[src/rtl/cafeteira_arbitro_sensor.sv]
// Purpose: arbitrates the shared ultrasonic ranger between water-level and cup-detect requesters, with timeout retries.
// Latency: trigger one cycle after a request is sampled in OCIOSO; done/erro one cycle after pronto or final timeout.
// Backpressure: requests are level signals sampled only in OCIOSO; a grant runs to done/erro, then a guard gap follows.
// Option: define CAFETEIRA_ARB_PRIO_AGUA_EN for fixed water priority; the default is round robin.
module cafeteira_arbitro_sensor #(
  parameter int MED_W          = 12,
  parameter int CONT_W         = 22,
  parameter int TIMEOUT_CICLOS = 1_500_000,
  parameter int GUARD_CICLOS   = 3_000_000,
  parameter int MAX_TENTATIVAS = 3
) (
  input  logic             clock,
  input  logic             reset,
  input  logic             req_agua,
  input  logic             req_xicara,
  input  logic             sensor_pronto,
  input  logic [MED_W-1:0] sensor_medida,
  output logic             sensor_medir,
  output logic             sensor_sel,
  output logic [MED_W-1:0] medida,
  output logic             done_agua,
  output logic             done_xicara,
  output logic             erro_agua,
  output logic             erro_xicara,
  output logic             ocupado,
  output logic [2:0]       db_estado
);

  localparam int TW = (MAX_TENTATIVAS > 1) ? $clog2(MAX_TENTATIVAS) : 1;
  localparam logic [CONT_W-1:0] TO_ULT   = CONT_W'(TIMEOUT_CICLOS - 1);
  localparam logic [CONT_W-1:0] GD_ULT   = CONT_W'(GUARD_CICLOS - 1);
  localparam logic [TW-1:0]     TENT_ULT = TW'(MAX_TENTATIVAS - 1);

  typedef enum logic [2:0] {
    OCIOSO  = 3'd0,
    DISPARA = 3'd1,
    ESPERA  = 3'd2,
    ENTREGA = 3'd3,
    ERRO    = 3'd4,
    GUARDA  = 3'd5
  } estado_t;

  estado_t          estado, estado_nxt;
  logic [CONT_W-1:0] cont, cont_nxt;
  logic [TW-1:0]     tent, tent_nxt;
  logic              retry, retry_nxt;
  logic              ultimo, ultimo_nxt;   // 0 = water served last, 1 = cup
  logic              sel, sel_nxt;
  logic [MED_W-1:0]  med, med_nxt;
  logic              grant_sel;

  // Choose which requester wins when a grant is made (only meaningful in OCIOSO)
  always_comb begin
`ifdef CAFETEIRA_ARB_PRIO_AGUA_EN
    grant_sel = ~req_agua;
`else
    if (req_agua && req_xicara) begin
      grant_sel = ~ultimo;
    end else begin
      grant_sel = ~req_agua;
    end
`endif
  end

  // Next-state, datapath next values and Moore outputs
  always_comb begin
    estado_nxt   = estado;
    cont_nxt     = cont;
    tent_nxt     = tent;
    retry_nxt    = retry;
    ultimo_nxt   = ultimo;
    sel_nxt      = sel;
    med_nxt      = med;
    sensor_medir = 1'b0;
    done_agua    = 1'b0;
    done_xicara  = 1'b0;
    erro_agua    = 1'b0;
    erro_xicara  = 1'b0;
    case (estado)
      OCIOSO: begin
        if (req_agua || req_xicara) begin
          sel_nxt    = grant_sel;
          tent_nxt   = '0;
          estado_nxt = DISPARA;
        end
      end
      DISPARA: begin
        sensor_medir = 1'b1;
        cont_nxt     = '0;
        estado_nxt   = ESPERA;
      end
      ESPERA: begin
        cont_nxt = cont + 1'b1;
        // A pronto arriving on the timeout cycle still counts as a success
        if (sensor_pronto) begin
          med_nxt    = sensor_medida;
          estado_nxt = ENTREGA;
        end else if (cont == TO_ULT) begin
          if (tent == TENT_ULT) begin
            estado_nxt = ERRO;
          end else begin
            tent_nxt   = tent + 1'b1;
            retry_nxt  = 1'b1;
            cont_nxt   = '0;
            estado_nxt = GUARDA;
          end
        end
      end
      ENTREGA: begin
        done_agua   = ~sel;
        done_xicara = sel;
        ultimo_nxt  = sel;
        retry_nxt   = 1'b0;
        cont_nxt    = '0;
        estado_nxt  = GUARDA;
      end
      ERRO: begin
        erro_agua   = ~sel;
        erro_xicara = sel;
        ultimo_nxt  = sel;
        retry_nxt   = 1'b0;
        cont_nxt    = '0;
        estado_nxt  = GUARDA;
      end
      GUARDA: begin
        // The echo must settle before the next trigger, retry or not
        if (cont == GD_ULT) begin
          cont_nxt   = '0;
          estado_nxt = retry ? DISPARA : OCIOSO;
        end else begin
          cont_nxt = cont + 1'b1;
        end
      end
      default: begin
        estado_nxt = OCIOSO;
      end
    endcase
  end

  // State and datapath registers; reset drops any grant in flight
  always_ff @(posedge clock or negedge reset) begin
    if (!reset) begin
      estado <= OCIOSO;
      cont   <= '0;
      tent   <= '0;
      retry  <= 1'b0;
      ultimo <= 1'b1;
      sel    <= 1'b0;
      med    <= '0;
    end else begin
      estado <= estado_nxt;
      cont   <= cont_nxt;
      tent   <= tent_nxt;
      retry  <= retry_nxt;
      ultimo <= ultimo_nxt;
      sel    <= sel_nxt;
      med    <= med_nxt;
    end
  end

  assign sensor_sel = sel;
  assign medida     = med;
  assign ocupado    = (estado != OCIOSO);
  assign db_estado  = estado;

endmodule

[config.mk]
export PLATFORM = sky130hd
export DESIGN_NAME = cafeteira_arbitro_sensor
export DESIGN_NICKNAME = d
export VERILOG_FILES = /design/src/rtl/cafeteira_arbitro_sensor.sv
export SDC_FILE = /design/constraint.sdc
export NUM_CORES = 1
export LEC_CHECK = 0
export BUFFER_PORTS_ARGS = -buffer_cell sky130_fd_sc_hd__clkbuf_2
export CAP_MARGIN = 30
export CORE_MARGIN = 2
export CORE_UTILIZATION = 50
export CTS_BUF_LIST = sky130_fd_sc_hd__clkbuf_8
export CTS_CLUSTER_SIZE = 14
export DETAILED_ROUTE_END_ITERATION = 8
export GPL_TIMING_DRIVEN = 0
export HOLD_SLACK_MARGIN = 0.06
export PLACE_DENSITY = 0.76
export SLEW_MARGIN = 25
export SYNTH_ARGS = -nofsm -noshare
export SYNTH_HDL_FRONTEND = slang
export SYNTH_SLANG_ARGS = --single-unit
export TNS_END_PERCENT = 30
[constraint.sdc]
create_clock -name clock -period 2.5 [get_ports clock]
set_clock_uncertainty 0.2 [all_clocks]
set_input_delay 0.25 -clock clock [delete_from_list [all_inputs] [get_ports clock]]
set_output_delay 0.25 -clock clock [all_outputs]
set_load 0.05 [all_outputs]
==> flow_summary.rst <==
.. list-table::
   :header-rows: 1

   * - Metric
     - Value
   * - Final count of pins violating max slew
     - 0
   * - Clock tree from TritonCTS
     - done
   * - Initial antenna violation count
     - 0
   * - Final period utilization
     - 0.916
   * - Power per standard cell area
     - 1060 nW/um^2
   * - Length of the first detailed-routing pass in iterations
     - 4
   * - Share of the yosys chip area belonging to registers
     - 0.451
   * - VDD IR max
     - 433 uV
   * - Final global-route overflow total
     - 0
   * - Sequence of cells on the critical path
     - ha_1 > nand4_2 > nor4_4 > nand3_2 > mux2_1 > a22o_1
   * - Diode insertion count for antenna repair
     - 0
   * - Leakage
     - 0.00120 uW
   * - Number of distinct library cells after synthesis
     - 49
   * - Global-route wire length before repair
     - 8570 um
   * - Arrival time reported for the critical path endpoint
     - around 2.3 ns
   * - RSZ-0062 raised after global routing
     - false
   * - DRC violation total after the first TritonRoute iteration
     - 142
   * - Worst Tran Pin Value
     - 0.642 ns
   * - Worst Reg2Reg Path Length in Cells
     - 6
   * - Resized cells post-CTS
     - 0
   * - Worst path max stage delay
     - 0.43 ns
   * - Clock H-tree levels
     - 2
   * - Post-Route WL
     - about 4900 um
   * - Die Width
     - 72.3 um
   * - Syn nets
     - ~250
   * - Count of yosys warnings during synthesis
     - 0
   * - Initial standard-cell utilization of the core
     - 0.529
   * - Critical path launch point type
     - flop
   * - Nets@finish
     - 309
   * - Part of the power in combinational logic
     - 0.535
   * - HPWL after DPL
     - 3340 um
   * - Wire per inst
     - 14.2 um
   * - Most common library cell in the layout ignoring fill and taps
     - dfrtp_1
   * - Critical setup path kind
     - flop to flop
   * - Worst r2r src
     - cont[0]$_DFFE_PN0P_
   * - Switching power share of the total
     - 0.500
   * - Top cell family by delay on the critical path
     - simple AND/OR/NAND/NOR gates
   * - Via count of the first global-routing pass
     - around 1800
   * - IO buf count
     - 38
   * - Largest driver fanout on the critical path
     - 6
   * - Int Power
     - roughly 1500 uW
   * - Hold Fails Final Rpt
     - 0
   * - Number of endpoints failing setup at the final stage
     - 0
   * - Count of unresolved DRC violations after routing
     - 0
   * - Setup Slack @ Placement
     - 0.229 ns
   * - Biggest area consumer among synthesized cells
     - dfrtp_1
   * - Cell at the root of the clock tree
     - clkbuf_8
   * - Number of clock sinks
     - 42
   * - Class of the tightest hold or removal check
     - input pin to flop
   * - Worst slew margin
     - 0.570
   * - Die height
     - about 72 um
   * - Time the final worst path needs with I/O delays and setup
     - roughly 2.3 ns
   * - Cts-stage hold buffer count
     - 14
   * - Worst-Skew Late Latency
     - about 0.3 ns
   * - Clock share of power
     - 0.149
   * - Max Root-Sink Buffers
     - 2
   * - Total track usage
     - 0.209
   * - Hold Crit Start
     - req_agua
   * - Worst-case hold path end point
     - sensor_sel$_DFFE_PN0P_
   * - Critical-path top delay cell
     - dfrtp_1
   * - Total CTS buffers
     - 5
   * - Proportion of layout cells with a drive suffix above 1
     - 0.330
   * - Aggregate negative setup slack
     - 0 ns
   * - Cell types with the largest area share after synthesis
     - dfrtp_1 (44%), mux2_2 (5.8%), xor2_1 (4.1%)
   * - Max Cap Viol
     - 0
   * - Weighted congestion reported at the end of routability-driven placement
     - 0.925
   * - Number of setup buffers added after CTS
     - 0
   * - Minimum setup slack in the final design
     - between 0.2 and 0.25 ns
   * - Maximum clock rate
     - 0.437 GHz
   * - Worst-path clk slew
     - approximately 0.090 ns
   * - Average footprint of a synthesized cell
     - 10.2 sq um
   * - Commonest non-fill, non-tap cells in the layout
     - dfrtp_1 (41), clkbuf_2 (38), nand2_1 (21)
   * - Share of the synthesized area in the top cell type
     - 0.439
   * - Tot Pwr
     - 3000 uW
   * - Data required time at the worst endpoint
     - 2.48 ns
   * - Result of the run
     - finished clean
   * - Endpoint of the lowest-slack register-to-register path
     - tent[0]$_DFFE_PN0P_
   * - Maximum number of pins on one net before global-route repair
     - 26
   * - Core outline area
     - 4410 sq um
   * - Setup slack of the most critical reg-to-reg path
     - roughly 0.21 ns
   * - Cell area after technology mapping
     - 2330 sq um
   * - Total number of placement rows
     - 24
   * - Sw Pwr
     - approximately 1500 uW
   * - CP Launch Point
     - cont[0]$_DFFE_PN0P_
   * - Via count of the routed design
     - 1883
   * - I/O pin total
     - 39
   * - Number of synthesized register bits
     - between 40 and 50
   * - Area grow syn2layout
     - 21.8%
   * - Synthesized instance count
     - 230
   * - CP endpoint kind
     - flop
   * - Residual antenna-violating net count after detailed routing
     - 0
   * - Seq pwr share
     - 0.316
   * - Vias per Instance
     - approximately 5.5
   * - Crit path buf inv count
     - 0
   * - Overall die area
     - 5230 sq um
   * - WHS Path Cells
     - 3
   * - Fill count
     - 355
-- power groups by stage --
stage               Clock [uW]  Sequential, uW  Combinational, uW
CTS                        467             947               1610
finish                     448             948               1610
floorplan                    0            1400                791
detailed placement           0             962               1590
global route               489             971               1730
global placement             0             953               1570
-- cells in the mapped netlist, drive strengths merged --
cell type,n
dfrtp,41
nor2,32
nand2,21
a21oi,13
mux2,13
xor2,11
nand3,10
o21ai,9
inv,8
nand4,8
buf,5
nor2b,5
nor3,4
o31ai,4
or3,4
xnor2,4
and3,3
and4,3
clkbuf,3
nand2b,3
nor4,3
o22ai,3
a31oi,2
ha,2
nor3b,2
or4,2
a21bo,1
a21boi,1
a21o,1
a22o,1
a32o,1
dfstp,1
mux2i,1
nor4b,1
nor4bb,1
o21a,1
o221a,1
or4b,1
-- layer usage --
| metal | global-route usage | part of all wire | vias up |
|---|---|---|---|
| met5 | 0 | 0 | - |
| met4 | 0.0692 | 0.013 | 0 |
| met3 | 0.0472 | 0.047 | 7 |
| met2 | 0.344 | 0.46 | 47 |
| met1 | 0.275 | 0.48 | 897 |
| li1 | - | - | 932 |
-- final cells by class --
type,count,area (sq um),share of cell area
repair buffers,53,350,0.123
plain buffers,8,53.8,0.0189
flip-flops and latches,42,1050,0.370
inverters,8,30.0,0.0106
multi-input cells,172,1200,0.422
well taps,52,65.1,0.0229
clock buffers,5,68.8,0.0242
clock inverters,3,23.8,0.00836
-- metrics by stage --
step                      hold WS (ns)  utilization  instances  cell area [sq um]
after floorplan                 -0.246            -        230               2330
after global placement           0.277        0.587        320               2590
after detailed placement        0.0160        0.591        321               2610
after CTS                       0.0762        0.644        343               2840
after global routing             0.103        0.644        343               2840
final                           0.0860        0.644        343               2840
-- registers in the layout, indices dropped and copies added, names as in the netlist --
register,count
medida,12
cont,22
sensor_sel,1
tent,2
db_estado,3
retry,1
ultimo,1
-- worst min-delay path, stage by stage --
cell and delay (ns):
clkbuf_2 0.12, nand2_1 0.06, a32o_1 0.11
-- worst max path at each step --
stage | to | slack (ns) | depth (start not counted)
after floorplan | cont[15]$_DFFE_PN0P_ | 0.22 | 6
after global placement | tent[0]$_DFFE_PN0P_ | 0.24 | 6
after detailed placement | cont[20]$_DFFE_PN0P_ | 0.23 | 7
after CTS | cont[17]$_DFFE_PN0P_ | 0.19 | 7
after global routing | cont[17]$_DFFE_PN0P_ | 0.02 | 7
final | tent[0]$_DFFE_PN0P_ | 0.21 | 6
-- logic make-up (layout without fill, tap and decap cells) --
family	Yosys count	after routing	share of synthesized area
and+or+nand+nor	103	103	0.270
DFF	42	42	0.451
AOI/OAI and AO/OA	38	38	0.110
buffers and inverters	16	77	0.0359
xor gates and xnor gates	15	15	0.0563
muxes	14	14	0.0670
adders and majority gates	2	2	0.0107
No activity file was read; power rests on OpenSTA's default activity.
